===== config.mk =====
export PLATFORM = sky130hd
export DESIGN_NAME = fp_multiplier_seq_flat
export DESIGN_NICKNAME = d
export VERILOG_FILES = /design/src/rtl/fp_multiplier_seq_if.sv /design/src/rtl/fp_multiplier_seq.sv /design/src/flat_wrapper.sv
export SDC_FILE = /design/constraint.sdc
export NUM_CORES = 1
export LEC_CHECK = 0
export BUFFER_PORTS_ARGS = -buffer_cell sky130_fd_sc_hd__buf_2
export CORE_UTILIZATION = 44
export CTS_CLUSTER_DIAMETER = 200
export DETAILED_ROUTE_END_ITERATION = 10
export SKIP_CTS_REPAIR_TIMING = 1
export SLEW_MARGIN = 20
export SYNTH_ARGS = -nofsm -noshare
export SYNTH_HDL_FRONTEND = slang
export SYNTH_SLANG_ARGS = --single-unit

===== constraint.sdc =====
create_clock -name clk -period 10.65 [get_ports clk]
set_clock_uncertainty 0.1 [all_clocks]
set_input_delay 0.5325 -clock clk [delete_from_list [all_inputs] [get_ports clk]]
set_output_delay 0.5325 -clock clk [all_outputs]
set_load 0.01 [all_outputs]

===== src/rtl/fp_multiplier_seq_if.sv =====
// Handshake bundle for fp_multiplier_seq: operand channel in, result channel out.
interface fp_multiplier_seq_if #(
  parameter int unsigned EXP_W = 8,
  parameter int unsigned MAN_W = 23
);
  localparam int unsigned W = 1 + EXP_W + MAN_W;

  logic         in_valid;
  logic         in_ready;
  logic [W-1:0] dataA;
  logic [W-1:0] dataB;
  logic         out_valid;
  logic         out_ready;
  logic [W-1:0] dataR;
  logic [4:0]   casesspecial;

  modport master (
    output in_valid, dataA, dataB, out_ready,
    input  in_ready, out_valid, dataR, casesspecial
  );

  modport slave (
    input  in_valid, dataA, dataB, out_ready,
    output in_ready, out_valid, dataR, casesspecial
  );
endinterface


===== src/rtl/fp_multiplier_seq.sv =====
// Sequential floating-point multiplier: one shift-add step per clock, then normalise.
// Optional round-to-nearest-even is enabled by defining FPMUL_ROUND_EN; otherwise truncates.
module fp_multiplier_seq #(
  parameter int unsigned EXP_W = 8,
  parameter int unsigned MAN_W = 23
) (
  input  logic               clk,
  input  logic               reset,
  fp_multiplier_seq_if.slave bus
);
  localparam int unsigned W  = 1 + EXP_W + MAN_W;
  localparam int unsigned PW = 2 * MAN_W + 2;
  localparam int unsigned CW = $clog2(MAN_W + 1);
  localparam int unsigned EW = EXP_W + 2;
  localparam logic [EW-1:0] Bias   = EW'((1 << (EXP_W - 1)) - 1);
  localparam logic [EW-1:0] ExpMax = EW'((1 << EXP_W) - 1);

  typedef enum logic [1:0] {StIdle, StMul, StNorm, StDone} state_t;

  state_t              r_state, w_state_next;
  logic [CW-1:0]       r_cnt;
  logic [MAN_W:0]      r_mcand, r_mplier;
  logic [PW-1:0]       r_acc;
  logic                r_sign;
  logic [EXP_W-1:0]    r_ea, r_eb;
  logic [W-1:0]        r_data_r;
  logic [4:0]          r_flags;

  // Operand classification at the input port
  logic [EXP_W-1:0] w_ea, w_eb;
  logic [MAN_W-1:0] w_ma, w_mb;
  logic             w_a_zero, w_b_zero, w_a_inf, w_b_inf, w_a_nan, w_b_nan;
  logic             w_sign, w_accept, w_special;
  logic [W-1:0]     w_spec_data;
  logic [4:0]       w_spec_flags;

  assign w_ea     = bus.dataA[W-2:MAN_W];
  assign w_eb     = bus.dataB[W-2:MAN_W];
  assign w_ma     = bus.dataA[MAN_W-1:0];
  assign w_mb     = bus.dataB[MAN_W-1:0];
  assign w_a_zero = (w_ea == '0);
  assign w_b_zero = (w_eb == '0);
  assign w_a_inf  = (&w_ea) && (w_ma == '0);
  assign w_b_inf  = (&w_eb) && (w_mb == '0);
  assign w_a_nan  = (&w_ea) && (|w_ma);
  assign w_b_nan  = (&w_eb) && (|w_mb);
  assign w_sign   = bus.dataA[W-1] ^ bus.dataB[W-1];
  assign w_accept = bus.in_valid && bus.in_ready;

  // Special-case result; first matching class wins
  always_comb begin
    w_special    = 1'b1;
    w_spec_data  = '0;
    w_spec_flags = 5'b00000;
    if (w_a_nan || w_b_nan || (w_a_inf && w_b_zero) || (w_b_inf && w_a_zero)) begin
      w_spec_data  = {1'b0, {EXP_W{1'b1}}, 1'b1, {(MAN_W-1){1'b0}}};
      w_spec_flags = 5'b00001;
    end else if (w_a_inf || w_b_inf) begin
      w_spec_data  = {w_sign, {EXP_W{1'b1}}, {MAN_W{1'b0}}};
      w_spec_flags = w_sign ? 5'b00010 : 5'b00100;
    end else if (w_a_zero || w_b_zero) begin
      w_spec_data  = {w_sign, {(W-1){1'b0}}};
      w_spec_flags = w_sign ? 5'b01000 : 5'b10000;
    end else begin
      w_special    = 1'b0;
    end
  end

  // Shift-add step: add multiplicand into the upper half, then shift the accumulator right
  logic [MAN_W+1:0] w_sum;
  assign w_sum = {1'b0, r_acc[PW-1:MAN_W+1]} + (r_mplier[0] ? {1'b0, r_mcand} : '0);

  // Normalisation: bring the leading one to the top bit of w_norm
  logic             w_msb, w_carry;
  logic [PW-1:0]    w_norm;
  logic [MAN_W-1:0] w_man, w_man_fin;
  logic [EW-1:0]    w_e;
  logic [W-1:0]     w_norm_data;
  logic [4:0]       w_norm_flags;

  assign w_msb  = r_acc[PW-1];
  assign w_norm = w_msb ? r_acc : {r_acc[PW-2:0], 1'b0};
  assign w_man  = w_norm[PW-2:MAN_W+1];

`ifdef FPMUL_ROUND_EN
  logic             w_guard, w_sticky, w_round_up, w_unused_norm;
  logic [MAN_W:0]   w_man_sum;
  assign w_guard       = w_norm[MAN_W];
  assign w_sticky      = |w_norm[MAN_W-1:0];
  assign w_round_up    = w_guard && (w_sticky || w_man[0]);
  assign w_man_sum     = {1'b0, w_man} + (MAN_W+1)'(w_round_up);
  // A carry out means 1.11..1 rounded to 10.00..0: mantissa wraps to zero, exponent bumps
  assign w_man_fin     = w_man_sum[MAN_W-1:0];
  assign w_carry       = w_man_sum[MAN_W];
  assign w_unused_norm = w_norm[PW-1];
`else
  logic w_unused_norm;
  assign w_man_fin     = w_man;
  assign w_carry       = 1'b0;
  assign w_unused_norm = ^{w_norm[PW-1], w_norm[MAN_W:0]};
`endif

  assign w_e = {2'b00, r_ea} + {2'b00, r_eb} - Bias + EW'(w_msb) + EW'(w_carry);

  // Range check of the biased exponent: top bit set means negative
  always_comb begin
    w_norm_data  = {r_sign, w_e[EXP_W-1:0], w_man_fin};
    w_norm_flags = 5'b00000;
    if (!w_e[EW-1] && (w_e >= ExpMax)) begin
      w_norm_data  = {r_sign, {EXP_W{1'b1}}, {MAN_W{1'b0}}};
      w_norm_flags = r_sign ? 5'b00010 : 5'b00100;
    end else if (w_e[EW-1] || (w_e == '0)) begin
      w_norm_data  = {r_sign, {(W-1){1'b0}}};
      w_norm_flags = r_sign ? 5'b01000 : 5'b10000;
    end
  end

  // FSM state register
  always_ff @(posedge clk or posedge reset) begin
    if (reset) r_state <= StIdle;
    else       r_state <= w_state_next;
  end

  // FSM next-state logic
  always_comb begin
    w_state_next = r_state;
    case (r_state)
      StIdle:  if (w_accept) w_state_next = w_special ? StDone : StMul;
      StMul:   if (r_cnt == CW'(MAN_W)) w_state_next = StNorm;
      StNorm:  w_state_next = StDone;
      StDone:  if (bus.out_ready) w_state_next = StIdle;
      default: w_state_next = StIdle;
    endcase
  end

  // Datapath registers: operand latch, iteration, result load
  always_ff @(posedge clk or posedge reset) begin
    if (reset) begin
      r_cnt    <= '0;
      r_mcand  <= '0;
      r_mplier <= '0;
      r_acc    <= '0;
      r_sign   <= 1'b0;
      r_ea     <= '0;
      r_eb     <= '0;
      r_data_r <= '0;
      r_flags  <= '0;
    end else begin
      case (r_state)
        StIdle: begin
          if (w_accept) begin
            r_sign   <= w_sign;
            r_ea     <= w_ea;
            r_eb     <= w_eb;
            r_mcand  <= {1'b1, w_ma};
            r_mplier <= {1'b1, w_mb};
            r_acc    <= '0;
            r_cnt    <= '0;
            if (w_special) begin
              r_data_r <= w_spec_data;
              r_flags  <= w_spec_flags;
            end
          end
        end
        StMul: begin
          r_acc    <= {w_sum, r_acc[MAN_W:1]};
          r_mplier <= r_mplier >> 1;
          r_cnt    <= (r_cnt == CW'(MAN_W)) ? '0 : r_cnt + 1'b1;
        end
        StNorm: begin
          r_data_r <= w_norm_data;
          r_flags  <= w_norm_flags;
        end
        default: ;
      endcase
    end
  end

  assign bus.in_ready     = (r_state == StIdle) && !reset;
  assign bus.out_valid    = (r_state == StDone);
  assign bus.dataR        = r_data_r;
  assign bus.casesspecial = r_flags;
endmodule


===== src/flat_wrapper.sv =====
// flat-port wrapper written by rule: the top's interface ports become plain ports
module fp_multiplier_seq_flat 
#(
  parameter int unsigned EXP_W = 8,
  parameter int unsigned MAN_W = 23
)
  (clk, reset, bus_in_valid, bus_dataA, bus_dataB, bus_out_ready, bus_in_ready, bus_out_valid, bus_dataR, bus_casesspecial);
  fp_multiplier_seq_if #(.EXP_W(EXP_W), .MAN_W(MAN_W)) bus_i ();
  input  logic clk;
  input  logic reset;
  input wire logic [$bits(bus_i.in_valid)-1:0] bus_in_valid;
  input wire logic [$bits(bus_i.dataA)-1:0] bus_dataA;
  input wire logic [$bits(bus_i.dataB)-1:0] bus_dataB;
  input wire logic [$bits(bus_i.out_ready)-1:0] bus_out_ready;
  output wire logic [$bits(bus_i.in_ready)-1:0] bus_in_ready;
  output wire logic [$bits(bus_i.out_valid)-1:0] bus_out_valid;
  output wire logic [$bits(bus_i.dataR)-1:0] bus_dataR;
  output wire logic [$bits(bus_i.casesspecial)-1:0] bus_casesspecial;
  assign bus_i.in_valid = bus_in_valid;
  assign bus_i.dataA = bus_dataA;
  assign bus_i.dataB = bus_dataB;
  assign bus_i.out_ready = bus_out_ready;
  assign bus_in_ready = bus_i.in_ready;
  assign bus_out_valid = bus_i.out_valid;
  assign bus_dataR = bus_i.dataR;
  assign bus_casesspecial = bus_i.casesspecial;
  fp_multiplier_seq #(.EXP_W(EXP_W), .MAN_W(MAN_W)) u_core (.clk(clk), .reset(reset), .bus(bus_i));
endmodule

Yosys cells after proc, flatten, opt, wreduce, memory -nomap -nowiden
Index checks and enable logic that the tools add are counted.

storage, ports and cells
  input bits = 68
  logic and storage cells = 95
  register bits = 157

operators by class
  bitwise operators = 1
  muxes and demuxes = 37
  equality and inequality tests = 8
  reductions and logical operators = 33
  magnitude comparators = 1
  add/subtract/negate cells = 5

operators by type and width
  kind                                                                 number
  two-way mux 32 bit                                                   5
  case mux 48 bit (2 select lines)                                     1
  case mux 32 bit (2 select lines)                                     1
  two-way mux 31 bit                                                   2
  two-way mux 5 bit                                                    11
  two-way mux 24 bit                                                   2
  two-way mux 48 bit                                                   1
  case mux 24 bit (2 select lines)                                     1
  two-way mux 47 bit                                                   1
  zero test 23 bit                                                     2
  OR reduction 23 bit                                                  2
  adder 24 x 24 -> 25 bit                                              1
  case mux 5 bit (2 select lines)                                      2
  zero test 8 bit                                                      2
  AND reduction 8 bit                                                  2
  adder 10 x 1 -> 10 bit                                               1
  greater-or-equal comparator 10 x 8 -> 1 bit (second input constant)  1
  zero test 10 bit                                                     1
  subtractor 10 x 7 -> 10 bit (second input constant)                  1
  adder 8 x 8 -> 9 bit                                                 1
  logical AND 1 bit                                                    9
  two-way mux 2 bit                                                    4
  case mux 2 bit (4 select lines)                                      1
  logical OR 1 bit                                                     6
  other kinds (14)                                                     24

Longest topological paths before layout
Gate-level depths: netlist of the first run.

  depth in word-level cells = 9
  depth in mapped cells = 15

Least setup slack after synthesis of the first run
OpenSTA, ideal clock, no wires.

  path kind = input to register
  start point = input reset
  end point = register u_core.r_mplier[17]
  arrival time = 4.577 ns
  data required time = 10.415 ns
  path slack = 5.838 ns
  cell stages on the path = 8
  path buffers = 3
  cell sequence = inv_1 -> and3_1 -> clkbuf_1 -> a21oi_1 -> clkbuf_1 -> buf_1 -> nand2_1 -> o21ai_0

between the ends
  longest elaborated chain between the ends = 5

RTL lines
  element                                   RTL line                  text
  start, declared                           flat_wrapper.sv:10        input logic reset;
  zero test 1 bit (no line)                 --
  logical AND 1 bit                         fp_multiplier_seq.sv:179  assign bus.in_ready = (r_state == StIdle) && !reset;
  logical AND 1 bit                         fp_multiplier_seq.sv:48   assign w_accept = bus.in_valid && bus.in_ready;
  inequality test 2 x 1 -> 1 bit (no line)  --
  AND reduction 2 bit (no line)             --
  end signal, assigned                      fp_multiplier_seq.sv:156  r_mplier <= {1'b1, w_mb};
  end signal, assigned                      fp_multiplier_seq.sv:167  r_mplier <= r_mplier >> 1;
  end, declared                             fp_multiplier_seq.sv:22   logic [MAN_W:0] r_mcand, r_mplier;

Every way passes these cells.
A chain may end at the register's enable or synchronous reset.

Worst setup path after layout of the first run
  start point = register u_core.r_mplier[0]
  end point = register u_core.r_acc[41]

between the ends
  longest elaborated chain between the ends = 3

RTL lines
  element                           RTL line                  text
  two-way mux 24 bit                fp_multiplier_seq.sv:71   assign w_sum = {1'b0, r_acc[PW-1:MAN_W+1]} + (r_mplier[0] ? {1'b0, r_mcand} : '0);
  adder 24 x 24 -> 25 bit           fp_multiplier_seq.sv:71
  case mux 48 bit (2 select lines)  fp_multiplier_seq.sv:149  case (r_state)
  end signal, assigned              fp_multiplier_seq.sv:166  r_acc <= {w_sum, r_acc[MAN_W:1]};
  end, declared                     fp_multiplier_seq.sv:23   logic [PW-1:0] r_acc;

Every way passes these cells.

==> qor.txt, run 1 <==
Post-layout min period -> 3.69 ns
WHS -> 0.0878 ns
Crit-path max FO -> 25
CTS tree -> done
Sw Ratio -> 0.432
Critical setup path kind -> reg -> reg
DR WL/cell -> 16.2 µm
Syn nets -> 982
Worst-Margin Slew -> 0.944 ns
Commonest non-fill, non-tap cell in the layout -> nand2_1
Leak -> 0.00441 µW
Period utilization -> 0.346
Fin. Hold Viols -> 0
Max-slew headroom -> 0.371
RSZ-0062 raised after global routing -> no
Flops & latches, synth -> 134
Final Net Count -> 1,079
Root Driver -> clkbuf_16
Placed cells -> 1,175
Pint -> 1620 µW
Initial antenna violation count -> 0
ANT nets after route -> 0
Drt drc -> 0
Setup-failing EPs final -> 0
Post-DP HPWL -> 13,700 µm
Layout cells sized above 1 -> 0.192
Max Slew Vio Count -> 0
Die area -> 18,600 µm²
Chip height -> 136 µm
Vias -> 6,635
Switching pwr -> 1230 µW
Routability Congestion -> 0.879
Number of flops mapped to enable cells by yosys -> 0
Clk buf depth -> 2
Drt total wl -> 19,600 µm
Final Cell Area -> 9270 µm²
Sequential share of the synthesized area -> 0.421
I/O Buffers -> 106
CORE AREA -> 17,500 µm²
Die Width -> 136 µm
# clock sinks -> 134
Synth unique cells -> 72
Area after DPL -> 8650 µm²
Crit path DAT -> 3.91 ns
Logic pwr share -> 0.489
Layout fillers -> 1,631
Warnings, synthesis -> 0
Post-Layout Cell Count -> 1,208
Final setup TNS -> 0 ns
Peak Freq -> 0.271 GHz
Critical path capture point type -> flop
First-pass GRT wire length -> 32,100 µm
Row count -> 48
Overflow after GRT -> 0
TritonRoute pass-1 iters -> 5
Latest clock arrival within the worst-skew pair -> 0.44 ns
Seq pwr share -> 0.304
Worst path required time -> 10.87 ns
Clock power frac -> 0.207
Ports -> 107
Number of buffers created by CTS -> 17
Via density -> 5.49
Maximum vdd drop -> 184 µV
Avg Cell Area, Syn -> 9.11 µm²
Largest net degree at the start of global routing -> 77
CP startpoint kind -> flop
Initial DRC Count -> 407
Syn-to-layout area delta -> 16.5%
Post-Synthesis Cells -> 873
Clk pin slew, worst setup/hold paths -> 0.06 ns
Run status -> complete, no violations
Top FF cell, synth -> dfrtp_1
Ant diodes -> 0
Post-synth ARST share -> 1.00
Most frequent cells in the layout -> nand2_1, dfrtp_1, buf_2
Initial Utilization -> 0.455
H-tree depth -> 4
Vias in the first global route -> 6,362
Pwr Density -> 307 nW/µm²
GRT Overall Usage -> 0.223
Worst Hold Class -> in -> async
Area of the mapped netlist -> 7960 µm²
MaxCap Viol Count -> 0
cell usage after synthesis, types with 9 or more instances:
cell type	number	area, µm²
and2_1	26	163
nand2_1	210	788
nand3_1	9	45.0
mux2i_1	49	490
xor2_1	14	123
ha_1	39	488
clkbuf_1	26	97.6
xnor2_1	10	87.6
a21o_1	14	105
nor2_1	41	154
nand2b_1	10	62.6
o21ai_0	64	320
inv_1	18	67.6
nand4_1	14	87.6
nor4_1	13	81.3
o21ai_2	22	193
nor3_1	10	50.1
a21oi_1	29	145
dfrtp_1	134	3350
power by group through the flow:
stage	Combinational (µW)	Sequential (µW)	Clock, µW
global route	1570	895	618
floorplan	1090	850	0
detailed placement	1380	875	0
finish	1390	865	588
CTS	1390	867	599
global placement	1370	872	0
worst max-delay path, stage by stage, from the launching register on:
cell and delay, ns:
dfrtp_1 0.65, and2_1 0.31, ha_1 0.20, fa_1 0.42
a211o_1 0.27, o211ai_1 0.18, a21boi_0 0.26, o211ai_1 0.39
a21oi_1 0.16, o21ai_0 0.26, nand3_1 0.12, a32o_1 0.25
sequential cells by signal, summed over array words and instances, names as in the netlist, 2 cells and up:
register / count
u_core.r_ea: 8
u_core.r_state: 2
u_core.r_eb: 8
u_core.r_acc: 25
u_core.r_mplier: 24
u_core.bus.dataR: 32
u_core.r_cnt: 5
u_core.bus.casesspecial: 5
u_core.r_mcand: 24
per-stage QoR:
stage | setup slack (ns) | power, µW | util
finish | 6.96 | 2850 | 0.530
global route | 6.63 | 3080 | 0.530
CTS | 6.92 | 2860 | 0.529
detailed placement | 6.97 | 2260 | 0.495
global placement | 6.99 | 2240 | 0.495
floorplan | 5.84 | 1940 | -
cell families (layout without fill, tap and decap cells):
family | count (synthesis) | after routing | share of synthesized area
AO/OA/AOI/OAI | 206 | 206 | 0.182
multiplexers | 49 | 49 | 0.0616
AND/OR/NAND/NOR | 363 | 363 | 0.209
flip-flops | 134 | 134 | 0.421
adder cells (fa/ha/maj) | 41 | 41 | 0.0664
buffers and inverters | 56 | 166 | 0.0333
XOR/XNOR | 24 | 24 | 0.0264
layer usage:
metal	GRT usage	vias up	wire length (µm)
met3	0.0421	20	647
li1	-	3309	-
met4	0.0562	0	216
met1	0.309	3191	9550
met5	0	-	0
met2	0.356	115	9180
path summary, 6_finish.rpt:
kind / start / endpoint / slack [ns] / cells past startpoint
worst max-delay path: u_core.r_mplier[0] / u_core.r_acc[41] / 6.96 / 11
worst min-delay path: reset / u_core.r_mplier[7] / 0.09 / 2
worst max register to register: u_core.r_mplier[0] / u_core.r_acc[41] / 6.96 / 11
worst min register to register: u_core.r_mcand[21] / u_core.r_mcand[21] / 0.37 / 2
max in group asynchronous: reset / u_core.bus.dataR[7] / 8.99 / 3
min in group clk: bus_dataA[7] / u_core.r_mcand[7] / 0.21 / 3
cell type report:
type / instances / area [µm²] / share of cell area
Multi-Input combinational cell: 683 / 4350 / 0.470
Sequential cell: 134 / 3350 / 0.362
Timing Repair Buffer: 115 / 618 / 0.0667
Clock buffer: 19 / 453 / 0.0489
Tap cell: 225 / 282 / 0.0304
Clock inverter: 13 / 135 / 0.0146
Inverter: 19 / 76.3 / 0.00823
(Power assumes the default switching activity.)
==> run 2: changes to the inputs <==
Clock period 10.65 ns to 3.7 ns, I/O delays scaled along.
==> qor.txt, run 2 (synthesis gave the netlist of run 1 again) <==
Crit path cell chain -> and2_1 -> ha_1 -> fa_1 -> a211o_1 -> o211ai_1 -> a21boi_0 -> o21ai_0 -> o211ai_1 -> o31ai_1 -> mux2i_1 -> o211ai_1
Via density -> 5.41
Post-layout min period -> 3.49 ns
Worst-Margin Slew -> 0.964 ns
Final setup TNS -> 0 ns
Commonest non-fill, non-tap cell in the layout -> nand2_1
WHS -> -0.0385 ns
Pwr Density -> 864 nW/µm²
Max-slew headroom -> 0.357
Final Net Count -> 1,125
Clk buf depth -> 2
Peak Freq -> 0.286 GHz
Slowest CP cell -> dfrtp_1
R2R Path Start -> u_core.r_mplier[0]
H-tree depth -> 4
Initial Utilization -> 0.455
GRT Overall Usage -> 0.223
Max FFs per register -> 32
ANT nets after route -> 0
DR WL/cell -> 16.2 µm
Syn-to-layout area delta -> 22.9%
Worst r2r dst -> u_core.r_acc[45]
Critical path capture point type -> flop
Failing checks -> hold timing
Row count -> 48
Largest net degree at the start of global routing -> 74
Die Width -> 136 µm
Crit-path max FO -> 12
CP startpoint kind -> flop
Slowest stage delay, CP -> 0.52 ns
Leak -> 0.00464 µW
Register area -> 3350 µm²
Chip height -> 136 µm
Initial antenna violation count -> 0
Worst path required time -> 3.87 ns
Worst setup margin -> 0.209 ns
Cell mode on critical path -> o211ai_1
First-pass GRT wire length -> 32,300 µm
Critical setup path kind -> reg -> reg
Vias in the first global route -> 6,369
TritonRoute pass-1 iters -> 5
RSZ-0062 raised after global routing -> no
CTS tree -> done
Maximum vdd drop -> 442 µV
Clk pin slew, worst setup/hold paths -> 0.06 ns
Fin. Hold Viols -> 72
Most frequent cells in the layout -> nand2_1, dfrtp_1, buf_2
Layout cells sized above 1 -> 0.185
Drt drc -> 0
Layout fillers -> 1,560
Post-DP HPWL -> 13,900 µm
Drt total wl -> 20,300 µm
Setup-failing EPs final -> 0
Run status -> finished, violations left
Latest clock arrival within the worst-skew pair -> 0.42 ns
Reg-to-reg slack, setup -> 0.21 ns
Vias -> 6,788
Routability Congestion -> 0.867
Worst Hold Class -> in -> async
Ports -> 107
Number of buffers created by CTS -> 17
Ant diodes -> 0
Root Driver -> clkbuf_16
I/O Buffers -> 106
Initial DRC Count -> 386
Pre-CTS WS -> 0.298 ns
FF-to-FF path depth -> 11
Max Slew Vio Count -> 0
# clock sinks -> 134
Period utilization -> 0.944
Die area -> 18,600 µm²
Overflow after GRT -> 0
CORE AREA -> 17,500 µm²
MaxCap Viol Count -> 0
Area of the multi-input gates -> 4350 µm²
Crit path DAT -> 3.66 ns
==> run 2: changes by cell type in the layout (fill, tap and decap cells not counted), moves of 2 or more <==
cell / before / now
bufinv_16: 1 / 4
dlygate4sd3_1: 0 / 43
buf_4: 8 / 11
clkbuf_8: 2 / 4
inv_6: 5 / 2
inv_8: 2 / 0
clkbuf_1: 0 / 2
clkinvlp_4: 4 / 1
==> run 2: layout make-up <==
cell class | count | area share
repair buffers | 161 | 0.109
inverters | 19 | 0.00768
clock inverters | 9 | 0.0168
clock buffers | 23 | 0.0499
multi-input cells | 683 | 0.445
flip-flops and latches | 134 | 0.343
well taps | 225 | 0.0288
==> run 2: how the worst max path moves through the flow <==
stage / end / cells past startpoint / slack (ns) / startpoint
after floorplan: u_core.r_mplier[10] / 8 / 0.0002 / reset
after global placement: u_core.r_acc[45] / 11 / 0.37 / u_core.r_mplier[0]
after detailed placement: u_core.r_acc[46] / 11 / 0.30 / u_core.r_mplier[0]
after CTS: u_core.r_acc[46] / 11 / 0.25 / u_core.r_mplier[0]
after global routing: u_core.r_acc[45] / 11 / 0.04 / u_core.r_mplier[0]
final: u_core.r_acc[45] / 11 / 0.21 / u_core.r_mplier[0]
==> run 2: where the power goes <==
group	internal [µW]	total, µW	switching, µW
sequential	2070	2490	421
clock	1210	1870	659
combinational	1640	4090	2450
total	4920	8450	3530
==> run 2: routing by layer <==
layer | share of wire | vias to the layer above | track usage
met5 | 0 | - | 0
met4 | 0.012 | 0 | 0.0543
met3 | 0.033 | 20 | 0.0444
met2 | 0.46 | 124 | 0.340
met1 | 0.50 | 3238 | 0.323
li1 | - | 3406 | -
==> run 2: metrics by stage <==
stage                     utilization  hold WS (ns)  instance area, µm²  power (µW)  instances
after floorplan                     -         0.190                7980        5590        873
after global placement          0.497         0.291                8690        6500       1179
after detailed placement        0.497         0.295                8690        6530       1179
after CTS                       0.535        -0.148                9340        8440       1211
after global routing            0.560      0.000769                9780        9140       1254
final                           0.560       -0.0385                9780        8450       1254
==> run 2: critical path, delay by kind of cell (launching register included) <==
family / cells / cell delay, ns
compound gates: 7 / 1.65
fa+ha+maj: 2 / 0.62
flops: 1 / 0.52
mux: 1 / 0.22
simple gates: 1 / 0.24
==> run 3: changes to the inputs <==
==> constraint.sdc (replaced) <==
create_clock -name clk -period 3.7 [get_ports clk]
set_clock_uncertainty 0.1 [all_clocks]
set_input_delay 0.555 -clock clk [delete_from_list [all_inputs] [get_ports clk]]
set_output_delay 0.555 -clock clk [all_outputs]
set_load 0.01 [all_outputs]
==> qor.txt, run 3 (synthesis gave the netlist of run 1 again) <==
Leak -> 0.00446 µW
Pwr Density -> 897 nW/µm²
TritonRoute pass-1 iters -> 5
Seq pwr share -> 0.294
Pint -> 4850 µW
Initial Utilization -> 0.455
Vias in the first global route -> 6,151
Fin. Hold Viols -> 0
Chip height -> 136 µm
Met1 Wirelength -> 9710 µm
DR WL/cell -> 15.7 µm
Layout cells sized above 1 -> 0.197
Logic pwr share -> 0.489
Switching pwr -> 3550 µW
WL met2 -> 8350 µm
Routability Congestion -> 0.858
# clock sinks -> 134
Latest clock arrival within the worst-skew pair -> 0.43 ns
CTS tree -> done
Initial antenna violation count -> 0
CP startpoint kind -> flop
MaxCap Viol Count -> 0
Drt drc -> 0
Drt total wl -> 19,100 µm
Final Net Count -> 1,086
Max FFs per register -> 32
Via density -> 5.41
DR top layer -> met4
Max Slew Vio Count -> 0
Ports -> 107
I/O Buffers -> 106
Post-DP HPWL -> 13,700 µm
Clk buf depth -> 2
Most frequent cells in the layout -> nand2_1, dfrtp_1, buf_2
Syn-to-layout area delta -> 17.7%
Post-layout min period -> 3.38 ns
H-tree depth -> 4
Worst Hold Class -> in -> async
Period utilization -> 0.914
Crit-path max FO -> 11
Die area -> 18,600 µm²
Max-slew headroom -> 0.454
Worst-Margin Slew -> 0.819 ns
Clock power frac -> 0.216
Die Width -> 136 µm
Worst path required time -> 3.90 ns
Routed wl met3 -> 690 µm
Peak Freq -> 0.296 GHz
CORE AREA -> 17,500 µm²
Util after Layout -> 0.536
ANT nets after route -> 0
Vias -> 6,579
Pre-CTS WS -> 0.314 ns
Row count -> 48
Worst setup margin -> 0.316 ns
Run status -> complete, no violations
RSZ-0062 raised after global routing -> no
Largest net degree at the start of global routing -> 135
Critical path capture point type -> flop
Commonest non-fill, non-tap cell in the layout -> nand2_1
GRT Overall Usage -> 0.219
Number of buffers created by CTS -> 17
Setup-failing EPs final -> 0
Overflow after GRT -> 0
Ant diodes -> 0
Initial DRC Count -> 425
Clk pin slew, worst setup/hold paths -> 0.06 ns
Maximum vdd drop -> 528 µV
Root Driver -> clkbuf_16
Critical setup path kind -> reg -> reg
Crit path DAT -> 3.58 ns
First-pass GRT wire length -> 31,300 µm
Sw Ratio -> 0.423
run 3: worst paths after layout:
kind / start / end / slack, ns / depth (start not counted)
setup reg to reg: u_core.r_mplier[0] / u_core.r_acc[45] / 0.32 / 11
min in group clk: bus_dataA[18] / u_core.r_mcand[18] / 0.23 / 3
hold / removal: reset / u_core.r_acc[44] / 0.19 / 3
hold reg to reg: u_core.r_mcand[18] / u_core.r_mcand[18] / 0.37 / 2
setup / recovery: u_core.r_mplier[0] / u_core.r_acc[45] / 0.32 / 11
max in group asynchronous: reset / u_core.r_mcand[14] / 2.64 / 3
run 3: layer usage:
layer / vias to the layer above / GRT usage
li1: 3302 / -
met2: 130 / 0.317
met4: 0 / 0.0741
met5: - / 0
met1: 3128 / 0.323
met3: 19 / 0.0414
run 3: critical path: stages, from the launching register on:
cell,delay (ns)
dfrtp_1,0.49
and2_1,0.22
ha_1,0.20
fa_1,0.42
a211o_1,0.27
o211ai_1,0.16
a21boi_0,0.27
o21ai_0,0.31
o211ai_1,0.18
o31ai_1,0.26
mux2i_1,0.23
o211ai_1,0.12
run 3: metrics by stage:
step	std cells	cell area, µm²	TNS [ns]	hold slack, ns	total power (µW)
floorplan	873	8050	-13.92	0.325	5710
CTS	1215	9360	0	0.222	8470
finish	1215	9360	0	0.186	8400
global route	1215	9360	0	0.238	9100
detailed placement	1183	8730	0	0.356	6610
global placement	1183	8730	0	0.351	6560
run 3: area by class of cell:
class	count	area, µm²
clock buffer	17	425
clock inverter	15	204
fill	1627	8110
inverter	19	75.1
multi-input combinational	683	4350
sequential	134	3350
tap	225	282
timing repair buffer	122	676
run 3: power groups by stage:
stage | Clock (µW) | Combinational (µW) | Sequential, µW
6_report | 1820 | 4110 | 2470
5_1_grt | 1920 | 4620 | 2560
4_1_cts | 1850 | 4140 | 2480
3_5_place_dp | 0 | 4120 | 2500
3_3_place_gp | 0 | 4070 | 2490
2_1_floorplan | 0 | 3260 | 2450
